[config.mk]
export PLATFORM = sky130hd
export DESIGN_NAME = vga_timing_flat
export DESIGN_NICKNAME = d
export VERILOG_FILES = /design/src/rtl/vga_pkg.sv /design/src/rtl/vga_if.sv /design/src/rtl/vga_timing_pix_strobe.sv /design/src/rtl/vga_timing.sv /design/src/flat_wrapper.sv
export SDC_FILE = /design/constraint.sdc
export NUM_CORES = 1
export LEC_CHECK = 0
export BUFFER_PORTS_ARGS = -buffer_cell sky130_fd_sc_hd__buf_2
export CAP_MARGIN = 30
export CORE_ASPECT_RATIO = 0.5
export CORE_MARGIN = 3
export CORE_UTILIZATION = 50
export CTS_BUF_LIST = sky130_fd_sc_hd__clkbuf_4
export CTS_CLUSTER_SIZE = 40
export DETAILED_ROUTE_END_ITERATION = 10
export GPL_TIMING_DRIVEN = 0
export PLACE_DENSITY = 0.72
export SYNTH_ARGS = -nofsm -noshare
export SYNTH_HDL_FRONTEND = slang
export SYNTH_SLANG_ARGS = --single-unit
[constraint.sdc]
create_clock -name clck -period 2.4 [get_ports clck]
set_clock_uncertainty 0.1 [all_clocks]
set_input_delay 0.48 -clock clck [delete_from_list [all_inputs] [get_ports clck]]
set_output_delay 0.48 -clock clck [all_outputs]
set_load 0.05 [all_outputs]
[src/rtl/vga_pkg.sv]
// Shared 640x480@60 raster constants and coordinate types for the VGA timing block.
// VGA_FRAME_CNT_EN (defined elsewhere) enables the optional frame counter in vga_if/vga_timing.
package vga_pkg;

    localparam int H_ACTIVE = 640;
    localparam int H_FP     = 16;
    localparam int H_SYNC   = 96;
    localparam int H_BP     = 48;
    localparam int V_ACTIVE = 480;
    localparam int V_FP     = 10;
    localparam int V_SYNC   = 2;
    localparam int V_BP     = 33;

    // Totals are kept as full-width ints so they can never wrap.
    function automatic int span_total(input int active, input int fp, input int sync, input int bp);
        return active + fp + sync + bp;
    endfunction

    localparam int H_TOT = span_total(H_ACTIVE, H_FP, H_SYNC, H_BP);
    localparam int V_TOT = span_total(V_ACTIVE, V_FP, V_SYNC, V_BP);

    typedef logic [9:0] coord_x_t;
    typedef logic [8:0] coord_y_t;
    typedef logic [9:0] cnt_t;

endpackage

[src/rtl/vga_if.sv]
// Raster output bundle from vga_timing to the renderers and the VGA connector.
// With VGA_FRAME_CNT_EN defined the bundle also carries frame_cnt.
interface vga_if;
    import vga_pkg::*;

    logic     pix_en;
    coord_x_t vgax;
    coord_y_t vgay;
    logic     video_on;
    logic     hsync;
    logic     vsync;
    logic     update;
`ifdef VGA_FRAME_CNT_EN
    logic [7:0] frame_cnt;

    modport master (output pix_en, vgax, vgay, video_on, hsync, vsync, update, frame_cnt);
    modport slave  (input  pix_en, vgax, vgay, video_on, hsync, vsync, update, frame_cnt);
`else
    modport master (output pix_en, vgax, vgay, video_on, hsync, vsync, update);
    modport slave  (input  pix_en, vgax, vgay, video_on, hsync, vsync, update);
`endif

endinterface

[src/rtl/vga_timing_pix_strobe.sv]
// Pixel-rate strobe: a registered one-clock pulse every CLK_DIV system clocks (CLK_DIV 1..4).
module pix_strobe #(
    parameter int CLK_DIV = 2
) (
    input  logic clck,
    input  logic reset_n,
    output logic pix_en
);

    localparam logic [1:0] DIV_LAST = 2'(CLK_DIV - 1);

    logic [1:0] div_reg;
    logic       pix_en_reg;

    always_ff @(posedge clck or negedge reset_n) begin
        if (!reset_n) begin
            div_reg    <= '0;
            pix_en_reg <= 1'b0;
        end else begin
            pix_en_reg <= (div_reg == DIV_LAST);
            div_reg    <= (div_reg == DIV_LAST) ? 2'd0 : div_reg + 2'd1;
        end
    end

    assign pix_en = pix_en_reg;

endmodule

[src/rtl/vga_timing.sv]
// VGA raster generator: h/v counters, sync, blanking, coordinates and a per-frame game tick.
// Define VGA_FRAME_CNT_EN to add the 8-bit frame counter output.
module vga_timing #(
    parameter int CLK_DIV  = 2,
    parameter int H_ACTIVE = vga_pkg::H_ACTIVE,
    parameter int H_FP     = vga_pkg::H_FP,
    parameter int H_SYNC   = vga_pkg::H_SYNC,
    parameter int H_BP     = vga_pkg::H_BP,
    parameter int V_ACTIVE = vga_pkg::V_ACTIVE,
    parameter int V_FP     = vga_pkg::V_FP,
    parameter int V_SYNC   = vga_pkg::V_SYNC,
    parameter int V_BP     = vga_pkg::V_BP
) (
    input  logic  clck,
    input  logic  reset_n,
    vga_if.master vga
);
    import vga_pkg::*;

    localparam int LINE_LEN    = span_total(H_ACTIVE, H_FP, H_SYNC, H_BP);
    localparam int FRAME_LINES = span_total(V_ACTIVE, V_FP, V_SYNC, V_BP);

    localparam cnt_t H_LAST = cnt_t'(LINE_LEN - 1);
    localparam cnt_t V_LAST = cnt_t'(FRAME_LINES - 1);
    localparam cnt_t H_VIS  = cnt_t'(H_ACTIVE);
    localparam cnt_t V_VIS  = cnt_t'(V_ACTIVE);
    localparam cnt_t HS_BEG = cnt_t'(H_ACTIVE + H_FP);
    localparam cnt_t HS_END = cnt_t'(H_ACTIVE + H_FP + H_SYNC);
    localparam cnt_t VS_BEG = cnt_t'(V_ACTIVE + V_FP);
    localparam cnt_t VS_END = cnt_t'(V_ACTIVE + V_FP + V_SYNC);

    logic     pix_en;
    cnt_t     hcnt_reg, vcnt_reg;
    cnt_t     hcnt_next, vcnt_next;
    logic     frame_wrap, vblank_start;
    logic     armed_reg;
    coord_x_t vgax_reg;
    coord_y_t vgay_reg;
    logic     video_on_reg, hsync_reg, vsync_reg, update_reg;

    pix_strobe #(.CLK_DIV(CLK_DIV)) u_pix_strobe (
        .clck    (clck),
        .reset_n (reset_n),
        .pix_en  (pix_en)
    );

    always_comb begin
        hcnt_next  = (hcnt_reg == H_LAST) ? '0 : hcnt_reg + 10'd1;
        vcnt_next  = vcnt_reg;
        frame_wrap = 1'b0;
        if (hcnt_reg == H_LAST) begin
            vcnt_next  = (vcnt_reg == V_LAST) ? '0 : vcnt_reg + 10'd1;
            frame_wrap = (vcnt_reg == V_LAST);
        end
        vblank_start = (hcnt_next == '0) && (vcnt_next == V_VIS);
    end

    // Outputs are computed from the next counter values so they never lag the raster position.
    // armed_reg holds off the game tick until the first frame after reset has completed.
    always_ff @(posedge clck or negedge reset_n) begin
        if (!reset_n) begin
            hcnt_reg     <= '0;
            vcnt_reg     <= '0;
            armed_reg    <= 1'b0;
            vgax_reg     <= '0;
            vgay_reg     <= '0;
            video_on_reg <= 1'b0;
            hsync_reg    <= 1'b1;
            vsync_reg    <= 1'b1;
            update_reg   <= 1'b0;
        end else begin
            update_reg <= 1'b0;
            if (pix_en) begin
                hcnt_reg     <= hcnt_next;
                vcnt_reg     <= vcnt_next;
                video_on_reg <= (hcnt_next < H_VIS) && (vcnt_next < V_VIS);
                hsync_reg    <= !((hcnt_next >= HS_BEG) && (hcnt_next < HS_END));
                vsync_reg    <= !((vcnt_next >= VS_BEG) && (vcnt_next < VS_END));
                vgax_reg     <= (hcnt_next < H_VIS) ? hcnt_next : '0;
                vgay_reg     <= (vcnt_next < V_VIS) ? vcnt_next[8:0] : '0;
                if (frame_wrap)
                    armed_reg <= 1'b1;
                if (vblank_start && armed_reg)
                    update_reg <= 1'b1;
            end
        end
    end

`ifdef VGA_FRAME_CNT_EN
    logic [7:0] frame_cnt_reg;

    always_ff @(posedge clck or negedge reset_n) begin
        if (!reset_n)
            frame_cnt_reg <= '0;
        else if (pix_en && vblank_start && armed_reg)
            frame_cnt_reg <= frame_cnt_reg + 8'd1;
    end

    assign vga.frame_cnt = frame_cnt_reg;
`endif

    assign vga.pix_en   = pix_en;
    assign vga.vgax     = vgax_reg;
    assign vga.vgay     = vgay_reg;
    assign vga.video_on = video_on_reg;
    assign vga.hsync    = hsync_reg;
    assign vga.vsync    = vsync_reg;
    assign vga.update   = update_reg;

endmodule
[src/flat_wrapper.sv]
// flat-port wrapper written by rule: the top's interface ports become plain ports
module vga_timing_flat import vga_pkg::*;
#(
    parameter int CLK_DIV  = 2,
    parameter int H_ACTIVE = vga_pkg::H_ACTIVE,
    parameter int H_FP     = vga_pkg::H_FP,
    parameter int H_SYNC   = vga_pkg::H_SYNC,
    parameter int H_BP     = vga_pkg::H_BP,
    parameter int V_ACTIVE = vga_pkg::V_ACTIVE,
    parameter int V_FP     = vga_pkg::V_FP,
    parameter int V_SYNC   = vga_pkg::V_SYNC,
    parameter int V_BP     = vga_pkg::V_BP
)
  (clck, reset_n, vga_pix_en, vga_vgax, vga_vgay, vga_video_on, vga_hsync, vga_vsync, vga_update);
  vga_if vga_i ();
  input  logic clck;
  input  logic reset_n;
  output wire logic [$bits(vga_i.pix_en)-1:0] vga_pix_en;
  output wire logic [$bits(vga_i.vgax)-1:0] vga_vgax;
  output wire logic [$bits(vga_i.vgay)-1:0] vga_vgay;
  output wire logic [$bits(vga_i.video_on)-1:0] vga_video_on;
  output wire logic [$bits(vga_i.hsync)-1:0] vga_hsync;
  output wire logic [$bits(vga_i.vsync)-1:0] vga_vsync;
  output wire logic [$bits(vga_i.update)-1:0] vga_update;
  assign vga_pix_en = vga_i.pix_en;
  assign vga_vgax = vga_i.vgax;
  assign vga_vgay = vga_i.vgay;
  assign vga_video_on = vga_i.video_on;
  assign vga_hsync = vga_i.hsync;
  assign vga_vsync = vga_i.vsync;
  assign vga_update = vga_i.update;
  vga_timing #(.CLK_DIV(CLK_DIV), .H_ACTIVE(H_ACTIVE), .H_FP(H_FP), .H_SYNC(H_SYNC), .H_BP(H_BP), .V_ACTIVE(V_ACTIVE), .V_FP(V_FP), .V_SYNC(V_SYNC), .V_BP(V_BP)) u_core (.clck(clck), .reset_n(reset_n), .vga(vga_i));
endmodule
; ---- Word-level counts from Yosys, hierarchy flattened
; Cells that the tools add are included.
[totals]
latchBits = 0
out_inout_bits = 24
n_memories = 0
rom_bits = 0
wordCells = 42
reg_bits = 47
ramBits = 0
inputBits = 2
[classes]
mux = 9
bitwise = 0
mul = 0
n_eq_ne = 4
n_shift = 0
reduce_logical = 9
add_sub_neg = 3
order_cmp = 6
n_div = 0
[ops]
columns = cell, count
row1 = 2-to-1 mux 10 bit, 4
row2 = "adder 10 x 1 -> 10 bit, second input constant", 2
row3 = "== test 10 bit, second input constant", 2
row4 = "< comparator 10 bit, second input constant", 2
row5 = "< comparator 10 x 9 -> 1 bit, second input constant", 2
row6 = "== test 10 x 9 -> 1 bit, second input constant", 1
row7 = ">= comparator 10 bit, second input constant", 1
row8 = ">= comparator 10 x 9 -> 1 bit, second input constant", 1
row9 = logical NOT 10 bit, 1
row10 = 2-to-1 mux 9 bit, 1
row11 = logical AND 1 bit, 5
row12 = 2-to-1 mux 1 bit, 3
row13 = "adder 2 x 1 -> 2 bit, second input constant", 1
row14 = "== test 2 x 1 -> 1 bit, second input constant", 1
row15 = logical NOT 1 bit, 2
row16 = 2-to-1 mux 2 bit, 1
row17 = AND reduction 2 bit, 1

; ---- Longest topological paths before layout
[depth]
word_depth = 8
ltp_mapped = 9
ltp_nobuf = 8

; ---- Hierarchy
; A second synthesis with hierarchy kept.
[unflattened]
cells_unflattened = 263
area_unflattened_um2 = 2640.0
[by_module_without_submodules]
columns = mod, area_per_inst_um2, n_inst, cells_each, seq_area_each_um2
row1 = vga_timing, 2546.2, 1, 257, 1103.6
row2 = pix_strobe, 93.8, 1, 6, 75.1

; ---- Least setup slack after synthesis
; No wires, ideal clock.
[synth_path]
path_kind = reg2reg
start = reg u_core.vcnt_reg[0]
end = reg u_core.video_on_reg, in the netlist u_core.vga.video_on
t_arrival_ns = 2.153
required_ns = 2.173
setup_slack_ns = 0.020
setup_time_ns = 0.127
path_buffers = 1
path_stages_with_launch = 9
period_less_slack_ns = 2.380
cell_sequence = dfrtp_1 > ha_1 > nand3_1 > or4_1 > or4_1 > a31oi_1 > nand2b_1 > buf_2 > o2bb2ai_1
[synth_between]
elab_chain_len = 5
word_cells_on_any_way = 6
cone_classes = add/sub (1) / order compare (1) / eq/ne (1) / mux (2) / reduce/logical (1)
[synth_rtl]
columns = item, line_no
row1 = start: declaration, vga_timing.sv:33  ; cnt_t hcnt_reg, vcnt_reg;
row2 = start signal: assignment, vga_timing.sv:75  ; vcnt_reg <= vcnt_next;
row3 = adder 10 x 1 -> 10 bit / == test 10 bit (equally long branches), vga_timing.sv:52  ; vcnt_next = (vcnt_reg == V_LAST) ? '0 : vcnt_reg + 10'd1;
row4 = 2-to-1 mux 10 bit, vga_timing.sv:52
row5 = 2-to-1 mux 10 bit (*), vga_timing.sv:51  ; if (hcnt_reg == H_LAST) begin
row6 = < comparator 10 x 9 -> 1 bit (*), vga_timing.sv:76  ; video_on_reg <= (hcnt_next < H_VIS) && (vcnt_next < V_VIS);
row7 = logical AND 1 bit (*), vga_timing.sv:76
row8 = end signal: assignment, vga_timing.sv:76
row9 = end: declaration, vga_timing.sv:39  ; logic video_on_reg, hsync_reg, vsync_reg, update_reg;
; Every way passes the cells marked *; elsewhere a longest branch is shown, timed or not.
; A chain may end at the register's enable or synchronous reset.

; ---- Final worst setup path
[layout_path]
start = reg u_core.hcnt_reg[1]
end = reg u_core.video_on_reg, in the netlist u_core.vga.video_on
[layout_between]
elab_chain_len = 4
word_cells_on_any_way = 7
cone_classes = add/sub (1) / order compare (2) / eq/ne (1) / mux (2) / reduce/logical (1)
[layout_rtl]
columns = item, line_no
row1 = start: declaration, vga_timing.sv:33
row2 = start signal: assignment, vga_timing.sv:74  ; hcnt_reg <= hcnt_next;
row3 = adder 10 x 1 -> 10 bit / == test 10 bit (equally long branches), "vga_timing.sv:48, vga_timing.sv:51"
row4 = 2-to-1 mux 10 bit (on tied branches), "vga_timing.sv:48, vga_timing.sv:51"
row5 = < comparator 10 bit / < comparator 10 x 9 -> 1 bit (equally long branches), vga_timing.sv:76
row6 = logical AND 1 bit (*), vga_timing.sv:76
; Marked as above.

==> impl_metrics.yaml <==
outcome:
  status: "finished clean"
setup_path:
  reg2reg_from: "u_core.hcnt_reg[1]"
  worst-setup-path-type: "reg -> reg"
  crit_family: "simple AND/OR/NAND/NOR gates"
  r2r-end: "u_core.vga.video_on"
  rr_worst_depth: 8
  cp_slowest_cell: "or4_4"
  r2r_slack_ns: 0.06
  endpoint_kind: "register"
  critPathMaxFanout: 10
  critical_path_buf_inv_count: 1
  required_ns: 2.57
  path_cells: "ha_4 -> nand4_1 -> buf_6 -> or2_4 -> or4_4 -> a31oi_4 -> nand2b_4 -> o2bb2ai_1"
  worst-endpoint-arrival_ns: 2.51
  cp-start-kind: "register"
  max_stage_delay_ns: 0.53
floorplanning:
  start_util_pct: 54.7
  fp.dieH_um: 56.4
  boundaryPins: 26
  die_width_um: 107
  die_area_um2: 6010
  core_area_um2: 4640
  rows: 17
cells_and_area:
  drive_gt1_share_pct: 28.8
  stdcell_count: 379
  nNetsFinal: 318
  final_cell_mix: "42 x dfrtp_1, 29 x buf_2, 26 x nand2_1"
  diodes: 0
  layout_commonest_cell: "dfrtp_1"
  fill_cells: 397
  area_delta_synth_final_pct: 21.5
  stdcell_area_um2: 3080
timing:
  tightest_slew_ns: 0.597
  whs_ns: 0.331
  fin_crit_ns: 2.34
  finalSetupViolCount: 0
  fmax_ghz: 0.427
  period_share_pct: 97.5
  max_slew_margin_pct: 60.2
  rsz0062_at_grt: "true"
  fin_ws_ns: 0.0602
  slew_violations: 0
  hold_violations: 0
synth:
  avgSynthCellArea_um2: 9.61
  synthArstFlopShare_pct: 100
  synth_seq_cells: 47
  ys_types: 52
  synthXorXnorAreaFrac_pct: 7.25
  synthMuxAreaShare_pct: 1.23
  synthFlopType: "dfrtp_1"
  syn_inst: 264
  synth_area_um2: 2540
  ys_warn_count: 0
  synth_edf_count: 0
  synth_top_family_by_area: "simple AND/OR/NAND/NOR gates"
  synth_simple_gate_area_share_pct: 19.0
  synthAdderAreaFrac_pct: 1.97
  synth_fp_nets: 270
  synth_compound_area_share_pct: 18.5
  ys_seq_area_share_pct: 46.5
cts:
  cts_tree: "done"
  clk_latency_ns: 0.38
  cts_inserted_buffers: 5
  cts.htree.levels: 2
  root_buffer: "clkbuf_4"
  cts_max_path_buffers: 2
  path_clk_slew_ns: 0.13
  cts_sinks: 47
grt:
  grt_max_degree: 31
  grt_pass1_vias: 2214
  grt.overflow.total: 0
  grt_pass1_wl_mm: 11.0
  antenna_found_initial: 0
  grt_usage_pct: 23.5
place:
  place_area_um2: 2760
  dp_cells: 356
  dp_slack_ns: -0.395
  gp_congestion: 0.892
  hpwl_mm: 4.46
  port_buffers: 25
worst_hold_path:
  hold_end: "u_core.u_pix_strobe.pix_en"
  hold_depth: 1
  hold_start: "u_core.u_pix_strobe.div_reg[1]"
  hp-class: "reg -> reg"
route:
  routed_wl_mm: 6.76
  wire_per_inst_um: 17.8
  drtAntennaViolNets: 0
  remaining_drc_errors: 0
  first_pass_iters: 5
  vias: 2262
  first_iter_violations: 156
  vias_per_cell: 5.97
pwr:
  irDropWorstVdd_mv: 0.220
  powerDensity_nw_per_um2: 391
  finalPower_uw: 1210
  leakagePower_uw: 0.00130
run:
  cap_violations: 0
worst reg2reg max path, delay by kind of cell (launching register included):
family | cells | cell delay (ns)
AOI/OAI and AO/OA | 2 | 0.32
DFF | 1 | 0.42
and+or+nand+nor | 4 | 1.11
buffers and inverters | 1 | 0.15
adders and majority gates | 1 | 0.15
worst max path at each step:
stage | startpoint | end | slack (ns) | cells after the start
floorplan | u_core.vcnt_reg[0] | u_core.vga.video_on | 0.02 | 8
global placement | u_core.hcnt_reg[0] | u_core.vcnt_reg[6] | -0.36 | 8
detailed placement | u_core.hcnt_reg[0] | u_core.vga.vgay[1] | -0.40 | 8
CTS | u_core.hcnt_reg[1] | u_core.vga.vgay[1] | 0.02 | 8
global route | u_core.hcnt_reg[6] | u_core.vcnt_reg[6] | -0.07 | 7
finish | u_core.hcnt_reg[1] | u_core.vga.video_on | 0.06 | 8
Yosys cell counts, types with 2 or more instances:
cell type,n,area share [%]
inv_1,11,1.6
clkbuf_1,13,1.9
nand4_1,6,1.5
or4_1,3,0.89
o2bb2ai_1,13,4.5
mux2i_1,2,0.79
a211o_1,2,0.69
dfstp_2,2,2.1
o41a_1,2,0.89
xnor2_1,16,5.5
o22a_1,2,0.69
nor4_1,2,0.49
xor2_1,5,1.7
a21oi_1,9,1.8
nand2b_1,2,0.49
nand2_1,26,3.8
nor2b_1,2,0.49
o32ai_1,3,1.0
o41ai_1,2,0.69
nor3_1,9,1.8
o211ai_1,3,0.89
o21ai_0,14,2.8
a31oi_1,2,0.49
nand3_1,16,3.2
o31ai_1,2,0.59
a21o_1,2,0.59
buf_2,7,1.4
nor2_1,12,1.8
dfrtp_1,45,44
and3_1,4,0.99
ha_1,4,2.0
metal layers:
layer / global-route usage (%) / routed length [um] / vias to the layer above
met1: 31.6 / 3020 / 1107
met3: 8.15 / 517 / 21
met2: 36.6 / 3140 / 81
li1: - / - / 1053
met5: 0 / 0 / -
met4: 5.65 / 83 / 0
report_power, final:
group | leakage (uW) | internal (uW) | switching (uW)
sequential | 0.000615 | 792 | 0
clock | 0.0000317 | 125 | 269
combinational | 0.000656 | 4.91 | 16.0
cell type report:
class	instances	area, um2	area share, %
Clock buffer	6	45.0	1.46
Buffer	18	95.1	3.09
Inverter	11	41.3	1.34
Timing Repair Buffer	45	294	9.54
Tap cell	66	82.6	2.68
Clock inverter	2	12.5	0.406
Sequential cell	47	1180	38.4
Multi-Input combinational cell	184	1330	43.1
what timing repair did:
item | in CTS | in global routing
buffers inserted | 13 | 5
hold buffers | 1 | 0
endpoints found under the hold margin | 16 | 0
endpoints found under the setup margin | 33 | 25
resized for setup | 18 | 19
pin swaps | 7 | 2
logic make-up after synthesis:
logic type,Yosys count
buffers and inverters,33
AND/OR/NAND/NOR,92
flip-flops,47
XOR/XNOR,21
adder cells (fa/ha/maj),4
AO/OA/AOI/OAI,64
multiplexers,3
per-stage QoR:
stage,util (%),TNS [ns]
2_1_floorplan,-,0
3_3_place_gp,59.2,-6.77
3_5_place_dp,59.6,-8.75
4_1_cts,64.5,0
5_1_grt,66.5,-0.200
6_report,66.5,0
Note: power is estimated with default switching activity, not from simulation.
